**config.mk**
```make
export PLATFORM = sky130hd
export DESIGN_NAME = adc_envelope
export DESIGN_NICKNAME = d
export VERILOG_FILES = /design/src/rtl/adc_pkg.sv /design/src/rtl/adc_rectify.sv /design/src/rtl/adc_envelope.sv
export SDC_FILE = /design/constraint.sdc
export NUM_CORES = 1
export LEC_CHECK = 0
export ABC_CLOCK_PERIOD_IN_PS = 3600
export CORE_MARGIN = 5
export CORE_UTILIZATION = 55
export DETAILED_ROUTE_END_ITERATION = 10
export DONT_BUFFER_PORTS = 1
export HOLD_SLACK_MARGIN = 0.12
export PLACE_DENSITY = 0.81
export SYNTH_ARGS = -nofsm -noshare
export SYNTH_HDL_FRONTEND = slang
export SYNTH_SLANG_ARGS = --single-unit
```
**constraint.sdc**
```tcl
create_clock -name clk -period 3.6 [get_ports clk]
set_clock_uncertainty 0.2 [all_clocks]
set_input_delay 1.08 -clock clk [delete_from_list [all_inputs] [get_ports clk]]
set_output_delay 1.08 -clock clk [all_outputs]
set_load 0.02 [all_outputs]
```
**src/rtl/adc_pkg.sv**
```systemverilog
// Shared ADC definitions: rectification mode encodings and mid-scale helper.
package adc_pkg;

   localparam logic [1:0] MODE_BYPASS = 2'b00;
   localparam logic [1:0] MODE_HALF   = 2'b01;
   localparam logic [1:0] MODE_FULL   = 2'b10;

   function automatic int mid_scale(input int width);
      return 1 << (width - 1);
   endfunction

endpackage

```
**src/rtl/adc_rectify.sv**
```systemverilog
// Offset-binary sample to magnitude-from-mid-scale, one registered stage.
// Latency 1 cycle din_valid -> mag_valid; no backpressure, accepts every sample.
module adc_rectify
   import adc_pkg::*;
#(
   parameter int DATA_WIDTH = 12
) (
   input  logic                  clk,
   input  logic                  rst,
   input  logic [DATA_WIDTH-1:0] din,
   input  logic                  din_valid,
   input  logic [1:0]            mode,
   output logic [DATA_WIDTH-1:0] mag,
   output logic                  mag_valid
);

   localparam logic [DATA_WIDTH-1:0] MID = DATA_WIDTH'(mid_scale(DATA_WIDTH));

   logic                  above_mid;
   logic [DATA_WIDTH-1:0] mag_nxt;

   // Mode 11 falls into the default arm and rectifies like full mode.
   always_comb begin
      above_mid = (din >= MID);
      mag_nxt   = '0;
      case (mode)
         MODE_BYPASS: mag_nxt = din;
         MODE_HALF:   mag_nxt = above_mid ? (din - MID) : '0;
         default:     mag_nxt = above_mid ? (din - MID) : (MID - din);
      endcase
   end

   always_ff @(posedge clk) begin
      if (rst) begin
         mag       <= '0;
         mag_valid <= 1'b0;
      end else begin
         mag_valid <= din_valid;
         if (din_valid) begin
            mag <= mag_nxt;
         end
      end
   end

endmodule

```
**src/rtl/adc_envelope.sv**
```systemverilog
// Rectified magnitude plus per-window peak and truncated mean over 2^WIN_LOG2 samples.
// Latency 2 cycles last din_valid -> win_valid; no backpressure, one sample per cycle.
module adc_envelope
   import adc_pkg::*;
#(
   parameter int DATA_WIDTH = 12,
   parameter int WIN_LOG2   = 8
) (
   input  logic                  clk,
   input  logic                  rst,
   input  logic [DATA_WIDTH-1:0] din,
   input  logic                  din_valid,
   input  logic [1:0]            mode,
   input  logic                  clear,
   output logic [DATA_WIDTH-1:0] mag,
   output logic                  mag_valid,
   output logic [DATA_WIDTH-1:0] peak,
   output logic [DATA_WIDTH-1:0] avg,
   output logic                  win_valid
);

   localparam int SUM_W = DATA_WIDTH + WIN_LOG2;

   logic [WIN_LOG2-1:0]   cnt;
   logic [SUM_W-1:0]      sum;
   logic [DATA_WIDTH-1:0] max_val;
   logic [SUM_W-1:0]      sum_nxt;
   logic [DATA_WIDTH-1:0] max_nxt;
   logic                  first;

   adc_rectify #(
      .DATA_WIDTH (DATA_WIDTH)
   ) u_rectify (
      .clk       (clk),
      .rst       (rst),
      .din       (din),
      .din_valid (din_valid),
      .mode      (mode),
      .mag       (mag),
      .mag_valid (mag_valid)
   );

   // A zero count marks the first sample of a window: load instead of accumulate.
   always_comb begin
      first   = (cnt == '0);
      sum_nxt = first ? {{WIN_LOG2{1'b0}}, mag} : (sum + {{WIN_LOG2{1'b0}}, mag});
      max_nxt = (first || (mag > max_val)) ? mag : max_val;
   end

   always_ff @(posedge clk) begin
      if (rst) begin
         cnt       <= '0;
         sum       <= '0;
         max_val   <= '0;
         peak      <= '0;
         avg       <= '0;
         win_valid <= 1'b0;
      end else begin
         win_valid <= 1'b0;
         if (clear) begin
            cnt <= '0;
         end else if (mag_valid) begin
            sum     <= sum_nxt;
            max_val <= max_nxt;
            cnt     <= cnt + 1'b1;
            if (cnt == '1) begin
               peak      <= max_nxt;
               avg       <= sum_nxt[SUM_W-1:WIN_LOG2];
               win_valid <= 1'b1;
            end
         end
      end
   end

endmodule

```
==> results.md <==
* Status: finished, final reports clean
* Total Power at 1.70 mW
* Area grow syn2layout at 5.72%
* Fin area at 4740 sq um
* Power Density at 358 nW/um^2
* Synth Area in Simple Gates at 0.217
* Number of flops mapped to enable cells by yosys at 0
* Dpl ws at 0.508 ns
* Pint at 1.23 mW
* Slew @ Worst Pin at 0.714 ns
* Adder-cell share of the synthesized area at 0.0798
* GR peak layer: met2
* Crit path kind: reg -> reg
* Final-report hold violation count at 0
* Hold-fix buffer count after cts at 0
* HPWL after DPL at 7.53 mm
* Highest-delay cell along the critical path: dfxtp_1
* Syn nets at 583
* Mux share of post-synthesis cell area at 0.0764
* Post-synth top flop: dfxtp_1
* Vias at 3901
* Logic gate share of total power at 0.152
* Net Switching at 470 uW
* Setup Buffers After CTS at 0
* Sequential Power Share at 0.535
* Peak VDD IR at 0.138 mV
* Met1 usage at 0.277
* Syn Inst Count at 537
* Setup violators final at 0
* Synth Area in Compound Gates at 0.196
* Synth warn at 0
* Tot GR Track Use at 0.215
* Register area share after synthesis at 0.348
* Largest family of logic cells by synthesized area: simple AND/OR/NAND/NOR gates
* Number of global-route vias before repair at 3712
* Root Driver: clkbuf_8
* CTS tree: done
* Core Region at 8090 sq um
* Worst setup SP type: flip-flop
* Worst-path clk slew at 0.07 ns
* Initial antenna violation count at 0
* Synth Register Bits at 78
* Crit-path cells: ha_1 -> inv_1 -> fa_1 -> and4b_1 -> a2111oi_2 -> o21ai_2 -> o21ai_1 -> or4_1 -> o311ai_0
* Iter 0 DRT Violations at 208
* WP data arrival at 3.00 ns
* Worst Hold Class: reg -> reg
* Leakage at 1.72 nW
* Setup_tns at 0 ns
* Worst EP required at 3.63 ns
* Die W at 100 um
* Congestion Overflow GR at 0
* Max-cap violations at 0
* Nets at 579
* FFs w/ async S/R, synth at 0
* Synth Area in XOR/XNOR at 0.0351
* Die area at 10100 sq um
* Per-cell routed wire length at 16.1 um
* RSZ-0062 raised after global routing: no
* Critical path capture point type: flip-flop
* Clk pwr share at 0.313
* Io pins at 56
* Antenna viol nets, final at 0
* 1st-pass router iterations at 5
* Largest net degree at the start of global routing at 74
* Vias/cell at 6.10
* WL final at 10.3 mm
* Global-route met3 utilization at 0.0591
* # clock sinks at 78
* Sw frac at 0.276
* Count leader, synth: dfxtp_1
* DRC at 0
* Placed cell areas at 4600 sq um
* Crit-path max cell delay at 0.56 ns
* Syn Area/Cell at 8.36 sq um
* Worst-Skew Late Latency at 0.35 ns
* Min Tclk post-route at 2.98 ns
* Grt met2 use at 0.338
* Post-synth top area share at 0.348
* Layout fillers at 718
* Netlist cell types at 55
* Post_cts resized at 0
* Slew Limit Fails at 0
* H-tree depth at 3
* Yosys top cell by area: dfxtp_1
* Clk buf depth at 2
* Period utilization at 0.827
* Most area-consuming cells after synthesis: dfxtp_1 35%, ha_1 7.5%, mux2i_1 7.1%, nor2_1 6.4%, a211oi_1 5.2%
* Slew Limit Headroom at 0.524
* Crit Path Max Fanout at 6
* PortBufs at 0
* Fmax at 0.336 GHz
* Cell area after synthesis at 4490 sq um
* Gpl congestion at 0.879
* Layout cell share with drive strength beyond 1 at 0.0766
* Final worst setup slack at 0.621 ns
* CTS Buf Count at 9
* Synth cell count leaders: 78 x dfxtp_1, 77 x nor2_1, 40 x nand2_1
* Num rows at 33
* First-pass GRT wire length at 17.7 mm
* Diode count at 0
* Initial Utilization at 0.554
* Die height at 100 um
==> power groups by stage <==
stage          logic [mW]  clock network [mW]  registers (mW)
6_report            0.259               0.531           0.910
4_1_cts             0.257               0.542           0.909
3_3_place_gp        0.249                   0           0.928
3_5_place_dp        0.255                   0           0.929
2_1_floorplan       0.209                   0           0.929
5_1_grt             0.288               0.579           0.913
==> per-stage QoR <==
step	hold WS (ns)	instances	utilization
final	0.272	640	0.586
after global routing	0.310	640	0.586
after CTS	0.271	640	0.586
after detailed placement	0.260	627	0.568
after global placement	0.248	627	0.568
after floorplan	0.249	537	-
==> critical path: cells and delay by family, from the launching register on <==
family / cells / cell delay, ns
fa+ha+maj: 2 / 0.66
compound gates: 4 / 0.60
buf+inv: 1 / 0.05
flops: 1 / 0.56
simple gates: 2 / 0.78
==> final cells by class <==
type | instances | area (sq um) | share of cell area
clock inverters | 3 | 15.0 | 0.00317
inverters | 24 | 90.1 | 0.0190
flip-flops and latches | 78 | 1560 | 0.329
multi-input cells | 406 | 2710 | 0.572
repair buffers | 14 | 105 | 0.0222
well taps | 105 | 131 | 0.0277
clock buffers | 10 | 128 | 0.0269
==> registers in the layout, summed over array words and instances (netlist names) <==
register,count
sum,20
max_val,12
avg,12
u_rectify.mag,12
u_rectify.mag_valid,1
cnt,8
peak,12
win_valid,1
==> final timing paths <==
check        slack [ns]  depth (start not counted)                     startpoint              endpoint
max                0.62                          9  u_rectify.mag[0]$_SDFFE_PP0P_  sum[12]$_SDFFE_PP0P_
min                0.27                          2            sum[5]$_SDFFE_PP0P_   sum[5]$_SDFFE_PP0P_
max reg2reg        0.62                          9  u_rectify.mag[0]$_SDFFE_PP0P_  sum[12]$_SDFFE_PP0P_
min reg2reg        0.27                          2            sum[5]$_SDFFE_PP0P_   sum[5]$_SDFFE_PP0P_
==> cell families after synthesis <==
| logic type | Yosys count |
|---|---|
| flip-flops | 78 |
| multiplexers | 34 |
| XOR/XNOR | 18 |
| AO/OA/AOI/OAI | 125 |
| AND/OR/NAND/NOR | 201 |
| adder cells (fa/ha/maj) | 28 |
| buffers and inverters | 53 |
==> per-layer routing <==
layer  wire length, um  vias up
met3               909       24
met4               313        0
met2              4700      145
li1                  -     1935
met1              4400     1797
met5                 0        -
==> cell usage in the layout (no fill, tap or decap), types with 9 or more instances in the layout <==
cell type	netlist	routed
ha_1	27	27
a21o_1	9	9
xnor2_1	11	11
buf_4	1	14
inv_1	24	24
a21oi_1	23	23
mux2i_1	32	32
a211oi_1	31	31
nand3_1	22	22
or3_1	10	10
nand2_1	40	40
clkbuf_8	0	9
a31oi_1	15	15
nor2_1	77	77
dfxtp_1	78	78
o21ai_0	12	12
Power figures use the tool's default switching activity.
